**src/rtl/wb_commit_unit_if.sv**
```systemverilog
// EX/WB segment contents, data-bus read response and register-file write port
// seen by wb_commit_unit; master drives the segment/bus side, slave is the unit.
interface wb_commit_unit_if;
  logic        stall;
  logic        refresh;
  logic [31:0] wb_pc;
  logic [31:0] wb_res;
  logic        wb_load;
  logic        wb_loadX;
  logic [3:0]  wb_lsV;
  logic [31:0] wb_data_addr;
  logic        wb_al;
  logic        wb_regwen;
  logic [4:0]  wb_wreg;
  logic        wb_cp0ren;
  logic [31:0] wb_cp0rdata;
  logic [1:0]  wb_hiloren;
  logic [31:0] wb_hilordata;
  logic        data_data_ok;
  logic [31:0] data_rdata;
  logic        wb_stall_req;
  logic        rf_wen;
  logic [4:0]  rf_waddr;
  logic [31:0] rf_wdata;

  modport master (
    output stall, refresh, wb_pc, wb_res, wb_load, wb_loadX, wb_lsV,
           wb_data_addr, wb_al, wb_regwen, wb_wreg, wb_cp0ren, wb_cp0rdata,
           wb_hiloren, wb_hilordata, data_data_ok, data_rdata,
    input  wb_stall_req, rf_wen, rf_waddr, rf_wdata
  );

  modport slave (
    input  stall, refresh, wb_pc, wb_res, wb_load, wb_loadX, wb_lsV,
           wb_data_addr, wb_al, wb_regwen, wb_wreg, wb_cp0ren, wb_cp0rdata,
           wb_hiloren, wb_hilordata, data_data_ok, data_rdata,
    output wb_stall_req, rf_wen, rf_waddr, rf_wdata
  );
endinterface

```
**src/rtl/wb_commit_unit.sv**
```systemverilog
// Write-back commit: result select, load alignment, read-response wait and one-write-per-instruction guard.
// Optional macro WB_COMMIT_TRACE_EN adds registered debug_wb_* trace outputs.
module wb_commit_unit (
  input  logic              clk,
  input  logic              resetn,
  wb_commit_unit_if.slave   bus
`ifdef WB_COMMIT_TRACE_EN
  ,
  output logic [31:0]       debug_wb_pc,
  output logic [3:0]        debug_wb_rf_wen,
  output logic [4:0]        debug_wb_rf_wnum,
  output logic [31:0]       debug_wb_rf_wdata
`endif
);

  typedef enum logic [1:0] {IDLE, WAIT, HOLD, DROP} state_t;

  state_t      state;
  logic        committed;
  logic [31:0] buffer;

  logic        bypass;
  logic [31:0] raw_src;
  logic [31:0] raw;
  logic [4:0]  shamt;
  logic [31:0] load_val;
  logic [31:0] result;
  logic        ready;
  logic        wen;
  logic        addr_unused;

  assign addr_unused = ^bus.wb_data_addr[31:2];

  // A response seen in IDLE is the zero-latency case and is forwarded just like one seen in WAIT.
  assign bypass  = bus.data_data_ok & ((state == IDLE) | (state == WAIT));
  assign raw_src = bypass ? bus.data_rdata : buffer;
  assign shamt   = {bus.wb_data_addr[1:0], 3'b000};
  assign raw     = raw_src >> shamt;

  always_comb begin
    load_val = raw;
    case (bus.wb_lsV)
      4'b0001: load_val = {{24{bus.wb_loadX & raw[7]}}, raw[7:0]};
      4'b0011: load_val = {{16{bus.wb_loadX & raw[15]}}, raw[15:0]};
      default: load_val = raw;
    endcase
  end

  always_comb begin
    result = bus.wb_res;
    if (bus.wb_load)
      result = load_val;
    else if (bus.wb_al)
      result = bus.wb_pc + 32'd8;
    else if (bus.wb_cp0ren)
      result = bus.wb_cp0rdata;
    else if (bus.wb_hiloren != 2'b00)
      result = bus.wb_hilordata;
  end

  assign ready = ~bus.wb_load | bypass | (state == HOLD);
  assign wen   = bus.wb_regwen & ready & ~committed & (bus.wb_wreg != 5'd0)
               & (state != DROP);

  assign bus.rf_wen   = wen;
  assign bus.rf_waddr = bus.wb_wreg;
  assign bus.rf_wdata = result;

  // An uncommitted load in IDLE must already hold the pipeline, otherwise it would leave WB unwritten.
  assign bus.wb_stall_req =
      ((state == IDLE) & bus.wb_load & ~committed & ~bus.data_data_ok)
    | ((state == WAIT) & ~bus.data_data_ok)
    |  (state == DROP);

  always_ff @(posedge clk or negedge resetn) begin
    if (!resetn) begin
      state     <= IDLE;
      committed <= 1'b0;
      buffer    <= 32'd0;
    end else begin
      if (bypass)
        buffer <= bus.data_rdata;

      if (~bus.stall | bus.refresh)
        committed <= 1'b0;
      else if (wen)
        committed <= 1'b1;

      case (state)
        IDLE: if (bus.wb_load & ~committed & ~bus.data_data_ok) state <= WAIT;
        WAIT: begin
          if (bus.data_data_ok)
            state <= (bus.stall & ~bus.refresh) ? HOLD : IDLE;
          else if (bus.refresh)
            state <= DROP;
        end
        HOLD: if (~bus.stall | bus.refresh) state <= IDLE;
        DROP: if (bus.data_data_ok) state <= IDLE;
        default: state <= IDLE;
      endcase
    end
  end

`ifdef WB_COMMIT_TRACE_EN
  always_ff @(posedge clk or negedge resetn) begin
    if (!resetn) begin
      debug_wb_pc       <= 32'd0;
      debug_wb_rf_wen   <= 4'd0;
      debug_wb_rf_wnum  <= 5'd0;
      debug_wb_rf_wdata <= 32'd0;
    end else begin
      debug_wb_pc       <= bus.wb_pc;
      debug_wb_rf_wen   <= {4{wen}};
      debug_wb_rf_wnum  <= bus.wb_wreg;
      debug_wb_rf_wdata <= result;
    end
  end
`endif

endmodule

```
**src/flat_wrapper.sv**
```systemverilog
// flat-port wrapper written by rule: the top's interface ports become plain ports
module wb_commit_unit_flat 
  (clk, resetn, bus_stall, bus_refresh, bus_wb_pc, bus_wb_res, bus_wb_load, bus_wb_loadX, bus_wb_lsV, bus_wb_data_addr, bus_wb_al, bus_wb_regwen, bus_wb_wreg, bus_wb_cp0ren, bus_wb_cp0rdata, bus_wb_hiloren, bus_wb_hilordata, bus_data_data_ok, bus_data_rdata, bus_wb_stall_req, bus_rf_wen, bus_rf_waddr, bus_rf_wdata);
  wb_commit_unit_if bus_i ();
  input  logic clk;
  input  logic resetn;
  input wire logic [$bits(bus_i.stall)-1:0] bus_stall;
  input wire logic [$bits(bus_i.refresh)-1:0] bus_refresh;
  input wire logic [$bits(bus_i.wb_pc)-1:0] bus_wb_pc;
  input wire logic [$bits(bus_i.wb_res)-1:0] bus_wb_res;
  input wire logic [$bits(bus_i.wb_load)-1:0] bus_wb_load;
  input wire logic [$bits(bus_i.wb_loadX)-1:0] bus_wb_loadX;
  input wire logic [$bits(bus_i.wb_lsV)-1:0] bus_wb_lsV;
  input wire logic [$bits(bus_i.wb_data_addr)-1:0] bus_wb_data_addr;
  input wire logic [$bits(bus_i.wb_al)-1:0] bus_wb_al;
  input wire logic [$bits(bus_i.wb_regwen)-1:0] bus_wb_regwen;
  input wire logic [$bits(bus_i.wb_wreg)-1:0] bus_wb_wreg;
  input wire logic [$bits(bus_i.wb_cp0ren)-1:0] bus_wb_cp0ren;
  input wire logic [$bits(bus_i.wb_cp0rdata)-1:0] bus_wb_cp0rdata;
  input wire logic [$bits(bus_i.wb_hiloren)-1:0] bus_wb_hiloren;
  input wire logic [$bits(bus_i.wb_hilordata)-1:0] bus_wb_hilordata;
  input wire logic [$bits(bus_i.data_data_ok)-1:0] bus_data_data_ok;
  input wire logic [$bits(bus_i.data_rdata)-1:0] bus_data_rdata;
  output wire logic [$bits(bus_i.wb_stall_req)-1:0] bus_wb_stall_req;
  output wire logic [$bits(bus_i.rf_wen)-1:0] bus_rf_wen;
  output wire logic [$bits(bus_i.rf_waddr)-1:0] bus_rf_waddr;
  output wire logic [$bits(bus_i.rf_wdata)-1:0] bus_rf_wdata;
  assign bus_i.stall = bus_stall;
  assign bus_i.refresh = bus_refresh;
  assign bus_i.wb_pc = bus_wb_pc;
  assign bus_i.wb_res = bus_wb_res;
  assign bus_i.wb_load = bus_wb_load;
  assign bus_i.wb_loadX = bus_wb_loadX;
  assign bus_i.wb_lsV = bus_wb_lsV;
  assign bus_i.wb_data_addr = bus_wb_data_addr;
  assign bus_i.wb_al = bus_wb_al;
  assign bus_i.wb_regwen = bus_wb_regwen;
  assign bus_i.wb_wreg = bus_wb_wreg;
  assign bus_i.wb_cp0ren = bus_wb_cp0ren;
  assign bus_i.wb_cp0rdata = bus_wb_cp0rdata;
  assign bus_i.wb_hiloren = bus_wb_hiloren;
  assign bus_i.wb_hilordata = bus_wb_hilordata;
  assign bus_i.data_data_ok = bus_data_data_ok;
  assign bus_i.data_rdata = bus_data_rdata;
  assign bus_wb_stall_req = bus_i.wb_stall_req;
  assign bus_rf_wen = bus_i.rf_wen;
  assign bus_rf_waddr = bus_i.rf_waddr;
  assign bus_rf_wdata = bus_i.rf_wdata;
  wb_commit_unit u_core (.clk(clk), .resetn(resetn), .bus(bus_i));
endmodule
```
**config.mk**
```make
export PLATFORM = sky130hd
export DESIGN_NAME = wb_commit_unit_flat
export DESIGN_NICKNAME = d
export VERILOG_FILES = /design/src/rtl/wb_commit_unit_if.sv /design/src/rtl/wb_commit_unit.sv /design/src/flat_wrapper.sv
export SDC_FILE = /design/constraint.sdc
export NUM_CORES = 1
export LEC_CHECK = 0
export BUFFER_PORTS_ARGS = -buffer_cell sky130_fd_sc_hd__clkbuf_2
export CAP_MARGIN = 20
export CORE_ASPECT_RATIO = 2
export CORE_MARGIN = 1
export CORE_UTILIZATION = 34
export DETAILED_ROUTE_END_ITERATION = 10
export PLACE_DENSITY = 0.66
export SETUP_SLACK_MARGIN = 0.1
export SLEW_MARGIN = 0
export SYNTH_ARGS = -nofsm -noshare
export SYNTH_HDL_FRONTEND = slang
export SYNTH_SLANG_ARGS = --single-unit
```
**constraint.sdc**
```tcl
create_clock -name clk -period 4.7 [get_ports clk]
set_input_delay 0.47 -clock clk [delete_from_list [all_inputs] [get_ports clk]]
set_output_delay 0.47 -clock clk [all_outputs]
set_load 0.02 [all_outputs]
```
==> results of run 1 <==
power by group:
part | internal (mW) | switching [mW]
logic | 0.215 | 0.306
clock network | 0.196 | 0.131
registers | 0.342 | 0.0187
routing by layer:
metal  share of wire  global-route usage  up-vias
li1                -                   -     2301
met1            0.36               0.278     2217
met2            0.55               0.504      178
met3           0.043              0.0311       38
met4           0.044               0.139        0
met5               0                   0        -
state kept, by name, indices dropped and copies added, names as in the netlist:
name and flops:
u_core.buffer 32, u_core.state 2, u_core.committed 1
synthesized netlist by cell type, drive strengths merged, types with 2 or more instances:
library cell	n
mux2	19
nor2	22
nand4	10
nand3	10
xnor2	6
a31o	3
buf	20
a221oi	3
or4	6
a22oi	7
o2bb2ai	6
a32oi	11
mux2i	42
o21ai	27
nor2b	2
and2	7
a21oi	16
o211ai	23
inv	14
nor3	7
and4	3
nand2	127
dfrtp	35
o21a	2
o31ai	5
clkbuf	26
nand2b	6
and3	2
xor2	7
o31a	8
nor4	9
a31oi	7
a211oi	5
mux4	9
worst max-delay path, cell delays in order (launching register included):
cell and delay, ns:
dfrtp_1 0.44, nand2b_1 0.19, mux4_2 0.53, mux2i_1 0.25
o31a_1 0.74, buf_4 0.26, a32oi_1 0.09, clkbuf_2 0.19
through the flow:
step | cells | worst slack (ns) | hold WS, ns | power (mW)
floorplan | 522 | 1.87 | 0.174 | 0.672
global placement | 846 | 1.39 | 0.454 | 0.875
detailed placement | 846 | 1.38 | 0.464 | 0.886
CTS | 854 | 1.26 | 0.334 | 1.21
global route | 854 | 1.12 | 0.386 | 1.27
finish | 854 | 1.24 | 0.301 | 1.21
worst paths after layout:
| kind | from | end | slack, ns |
|---|---|---|---|
| hold reg to reg | u_core.buffer[4] | u_core.buffer[4] | 0.47 |
| min in group clk | bus_data_rdata[14] | u_core.buffer[14] | 0.39 |
| setup / recovery | u_core.state[1] | bus_rf_wdata[20] | 1.24 |
| max in group asynchronous | resetn | u_core.buffer[22] | 3.83 |
| hold / removal | resetn | u_core.buffer[13] | 0.30 |
| setup reg to reg | u_core.state[1] | u_core.buffer[22] | 2.99 |
layout make-up:
cell class / count / area, um2 / share of cell area
inverter: 15 / 56.3 / 0.0107
tap: 142 / 178 / 0.0338
clock buffer: 6 / 129 / 0.0245
multi-input combinational: 426 / 2850 / 0.542
timing repair buffer: 228 / 1160 / 0.220
sequential: 35 / 876 / 0.167
clock inverter: 2 / 12.5 / 0.00238
cells in the final DEF, fill, tap and decap left out, drive strengths merged, types with 11 or more instances in the layout:
cell type	n
clkbuf	227
nand2	127
mux2i	42
dfrtp	35
o21ai	27
o211ai	23
nor2	22
mux2	19
a21oi	16
inv	14
a32oi	11
logic make-up (layout without fill, tap and decap cells):
kind of cell | after synthesis | after routing | synth area share
buf+inv | 61 | 251 | 0.0657
flops | 35 | 35 | 0.220
compound gates | 129 | 129 | 0.229
mux | 70 | 70 | 0.210
fa+ha+maj | 1 | 1 | 0.00315
xor+xnor | 13 | 13 | 0.0286
simple gates | 213 | 213 | 0.243
==> impl_metrics.py, run 1 <==
metrics = {
    "status": {
        "status": "completed",
    },
    "detailed_routing": {
        "dr.pass1.iters": 5,
        "viasPerCell": 5.54,
        "routedWlPerCell_um": 18.8,
        "ant_nets": 0,
        "drtIter0Drc": 321,
        "drc": 0,
        "vias": 4734,
        "wirelength_um": 16100,
    },
    "power_and_ir_drop": {
        "power_density_nw_per_um2": 230,
        "p_leak_nw": 2.53,
        "ir_drop_mv": 0.195,
    },
    "layout": {
        "syn_to_final_growth_pct": 32.2,
        "drive_gt1_frac": 0.379,
        "finalCoreUtilization": 0.463,
        "fill_cells": 1201,
        "final_net_count": 925,
        "n_antenna_cell": 0,
        "stdcell_area_um2": 5260,
    },
    "synth": {
        "syn_inst": 522,
        "ys_ff_latch": 35,
        "synthesis.area_um2": 3980,
        "synth-async-reset-ratio": 1.00,
        "yosysTopAreaCellShare": 0.220,
        "yosys.area.top_type": "dfrtp_1",
        "synthFlopType": "dfrtp_1",
        "netlist_top_cells_area": "dfrtp_1 (22%), nand2_1 (12%), mux2i_1 (11%)",
        "synth_warnings": 0,
        "synth.distinct_cells": 50,
        "synth-edff-count": 0,
        "ys_seq_area_frac": 0.220,
        "synth_nets": 736,
        "synth.avg_cell_area_um2": 7.62,
    },
    "sta": {
        "slew_violations": 0,
        "fin_tns_setup_ns": 0,
        "slew_headroom": 0.316,
        "rsz0062_at_grt": "false",
        "fin_worst_skew_ns": 0.00556,
        "fin_crit_sh": 0.735,
        "hold_viol": 0,
        "setup_viol": 0,
        "min_period_ns": 3.46,
        "tightest_slew_ns": 1.03,
        "max_freq_ghz": 0.289,
    },
    "die": {
        "dieWidth_um": 78.5,
        "die_h_um": 155,
        "ios": 252,
        "coreArea_um2": 11400,
        "start_util": 0.350,
        "num_rows": 55,
        "die_area_um2": 12200,
    },
    "clocking": {
        "cts_setup_buffers": 0,
        "cts_tree": "built",
        "htree_levels": 2,
        "postCtsHoldBufs": 0,
        "clk_pin_slew_ns": 0.06,
        "cts.path.max_buffers": 2,
        "clk_latency_ns": 0.29,
        "numCtsBuffers": 5,
        "clock-sinks": 35,
        "ctsResizeCount": 0,
        "cts_root_buf": "clkbuf_16",
    },
    "placement": {
        "place_area_um2": 5120,
        "place_congestion": 0.921,
        "numPortBuffers": 221,
        "dpl.hpwl_um": 13300,
    },
    "worst_setup_path": {
        "start_kind": "flip-flop",
        "arrival_ns": 2.99,
        "ff2ff_path_depth": 4,
        "crit_type": "flip-flop to output port",
        "crit_fanout": 21,
        "end_kind": "output port",
        "crit_required_ns": 4.23,
    },
    "global_route": {
        "antenna_found_initial": 0,
        "first_global_vias": 4844,
        "grt_pass1_wl_um": 24700,
        "track_usage": 0.266,
        "grt-ovfl-total": 0,
        "grt_max_degree": 59,
    },
    "run": {
        "max_cap_viol_count": 0,
    },
    "min_path": {
        "hold_path_class": "input port to async pin",
    },
}
(Power assumes the default switching activity.)
==> run 2, diff against run 1 <==
--- a/config.mk
+++ b/config.mk
@@ -5,13 +5,13 @@
 export SDC_FILE = /design/constraint.sdc
 export NUM_CORES = 1
 export LEC_CHECK = 0
+export ABC_AREA = 1
 export BUFFER_PORTS_ARGS = -buffer_cell sky130_fd_sc_hd__clkbuf_2
 export CAP_MARGIN = 20
 export CORE_ASPECT_RATIO = 2
 export CORE_MARGIN = 1
 export CORE_UTILIZATION = 34
 export DETAILED_ROUTE_END_ITERATION = 10
-export PLACE_DENSITY = 0.66
 export SETUP_SLACK_MARGIN = 0.1
 export SLEW_MARGIN = 0
 export SYNTH_ARGS = -nofsm -noshare
==> constraint.sdc (replaced) <==
create_clock -name clk -period 3.4 [get_ports clk]
set_input_delay 0.34 -clock clk [delete_from_list [all_inputs] [get_ports clk]]
set_output_delay 0.34 -clock clk [all_outputs]
set_load 0.02 [all_outputs]
==> run 2 against run 1 <==
Net effect: the flow now finishes with violations (design-rule violations); final area up 11%; synthesized cell count up 62%; utilization down 1.5 points; count of clock-buffer cells in the layout up 1; power up 82%; register-to-register slack worse by 1.2 ns.
==> impl_metrics.py, run 2 <==
metrics = {
    "sta": {
        "hold_viol": 0,
        "max_freq_ghz": 0.328,
        "slew_violations": 0,
        "fin_tns_setup_ns": 0,
        "setup_viol": 0,
        "fin_worst_skew_ns": 0.00325,
        "rsz0062_at_grt": "false",
        "tightest_slew_ns": 0.913,
        "fin_crit_sh": 0.897,
        "slew_headroom": 0.392,
        "min_period_ns": 3.05,
        "hold-worst-slack_ns": 0.175,
    },
    "synth": {
        "synth-async-reset-ratio": 1.00,
        "ys_seq_area_frac": 0.190,
        "ys_ff_latch": 35,
        "synthMuxAreaShare": 0,
        "yosys.area_share.simple": 0.498,
        "synth-edff-count": 0,
        "synth_xor_area_frac": 0.0133,
        "synth_nets": 1060,
        "synth_compound_area_frac": 0.173,
        "synth.distinct_cells": 37,
        "synth_top_cells_by_count": "nand2_1 (319), nand3_1 (114), nor2_1 (74), o21ai_0 (63), inv_1 (62)",
        "synth_top_family_by_area": "simple AND/OR/NAND/NOR gates",
        "synthesis.area_um2": 4600,
        "yosysTopAreaCellShare": 0.260,
        "syn_inst": 846,
        "synth_most_common_cell": "nand2_1",
        "synth_warnings": 0,
        "synthAdderAreaFrac": 0.00272,
        "netlist_top_cells_area": "nand2_1 (26%), dfrtp_1 (19%), nand3_1 (12%)",
        "synthFlopType": "dfrtp_1",
        "synth.avg_cell_area_um2": 5.44,
        "yosys.area.top_type": "nand2_1",
    },
    "worst_setup_path": {
        "reg2reg_from": "u_core.state[1]",
        "slowest_stage": "dfrtp_1",
        "crit_chain": "inv_2, nand2_4, nand2_1, nand3_1, nand3_1, nand3_2, inv_1, nor2_1, nor2_1, clkbuf_2",
        "crit_buf_inv": 3,
        "r2r-end": "u_core.committed",
        "ff2ff_path_depth": 7,
        "crit_required_ns": 3.06,
        "crit_type": "flip-flop to output port",
        "cp_top_family": "simple AND/OR/NAND/NOR gates",
        "crit_fanout": 42,
        "arrival_ns": 2.71,
        "slowest_delay_ns": 0.45,
        "start_kind": "flip-flop",
        "end_kind": "output port",
        "reg2reg_slack_ns": 1.80,
    },
    "global_route": {
        "track_usage": 0.278,
        "first_global_vias": 5991,
        "antenna_found_initial": 0,
        "grt_max_degree": 57,
        "grt_pass1_wl_um": 30100,
        "grt-ovfl-total": 0,
    },
    "status": {
        "violations": "design-rule violations",
        "status": "finished, violations left",
    },
    "die": {
        "start_util": 0.352,
        "die_area_um2": 14000,
        "die_h_um": 167,
        "dieWidth_um": 84.3,
        "num_rows": 59,
        "ios": 252,
        "coreArea_um2": 13100,
    },
    "clocking": {
        "cts_setup_buffers": 0,
        "cts.path.max_buffers": 2,
        "htree_levels": 2,
        "ctsResizeCount": 0,
        "clk_latency_ns": 0.28,
        "clock-sinks": 35,
        "clk_pin_slew_ns": 0.06,
        "cts_root_buf": "clkbuf_16",
        "postCtsHoldBufs": 0,
        "numCtsBuffers": 5,
        "cts_tree": "built",
    },
    "layout": {
        "final_net_count": 1247,
        "fill_cells": 1526,
        "syn_to_final_growth_pct": 27.2,
        "final_common_cell": "nand2_1",
        "mostFrequentLayoutCells": "nand2_1 (319), clkbuf_2 (221), nand3_1 (114), nor2_1 (73), o21ai_0 (63)",
        "drive_gt1_frac": 0.251,
        "n_antenna_cell": 0,
        "largest_register": "u_core.buffer",
        "largest_reg_flops": 32,
        "reg_top3": "u_core.buffer x32, u_core.state x2, u_core.committed x1",
    },
    "power_and_ir_drop": {
        "switchingPower_mw": 0.953,
        "p_leak_nw": 3.23,
        "p_int_mw": 1.24,
        "combPwrFrac": 0.504,
        "p_sw_frac": 0.434,
        "seqPwrFrac": 0.275,
        "ir_drop_mv": 0.172,
        "clockPowerShare": 0.221,
        "power_density_nw_per_um2": 375,
    },
    "placement": {
        "numPortBuffers": 221,
        "place_congestion": 0.993,
        "dpl.hpwl_um": 16300,
    },
    "detailed_routing": {
        "routedWlPerCell_um": 16.6,
        "ant_nets": 0,
        "drc": 18,
        "vias": 6106,
        "dr.pass1.iters": 8,
        "wirelength_um": 19700,
        "drtIter0Drc": 281,
        "viasPerCell": 5.15,
    },
    "min_path": {
        "hold_path_class": "input port to async pin",
    },
    "run": {
        "max_cap_viol_count": 0,
    },
}
run 2: per-stage QoR:
stage	util	instance area, um2	total power, mW	setup WS, ns	cells
after global routing	0.448	5850	2.38	0.113	1186
final	0.448	5850	2.20	0.349	1186
after global placement	0.436	5690	1.71	0.654	1178
after CTS	0.448	5850	2.21	0.343	1186
after detailed placement	0.436	5690	1.72	0.642	1178
after floorplan	-	4600	1.37	1.46	846
run 2: cell type report:
class	count	area (um2)	share of cell area
clock buffer	7	153	0.0261
clock inverter	1	7.51	0.00128
sequential	35	876	0.150
tap	152	190	0.0325
multi-input combinational	691	3160	0.540
inverter	66	248	0.0423
timing repair buffer	234	1220	0.208
run 2: worst max-delay path by stage:
stage                             start  depth (start not counted)               end  slack [ns]
floorplan           bus_wb_data_addr[0]                          8   bus_rf_wdata[2]        1.46
global placement        u_core.state[1]                         10  bus_rf_wdata[11]        0.65
detailed placement      u_core.state[1]                         10  bus_rf_wdata[11]        0.64
CTS                     u_core.state[1]                         10  bus_rf_wdata[11]        0.34
global route            u_core.state[1]                         10  bus_rf_wdata[11]        0.11
finish                  u_core.state[1]                         10  bus_rf_wdata[11]        0.35
run 2: power by group through the flow:
stage | Sequential, mW | Clock, mW | Combinational (mW)
floorplan | 0.598 | 0 | 0.767
global placement | 0.605 | 0 | 1.10
detailed placement | 0.612 | 0 | 1.11
CTS | 0.605 | 0.493 | 1.11
global route | 0.618 | 0.506 | 1.25
finish | 0.604 | 0.486 | 1.11
run 2: kinds of logic after synthesis:
group | Yosys count
compound gates | 141
xor+xnor | 7
fa+ha+maj | 1
buf+inv | 120
flops | 35
simple gates | 542
run 2: metal layers:
layer | share of wire | wire [um] | global-route usage | vias up
met5 | 0 | 0 | 0 | -
met4 | 0.056 | 1100 | 0.166 | 0
met3 | 0.039 | 769 | 0.0198 | 47
met2 | 0.54 | 10700 | 0.540 | 222
met1 | 0.36 | 7180 | 0.283 | 2716
li1 | - | - | - | 3121
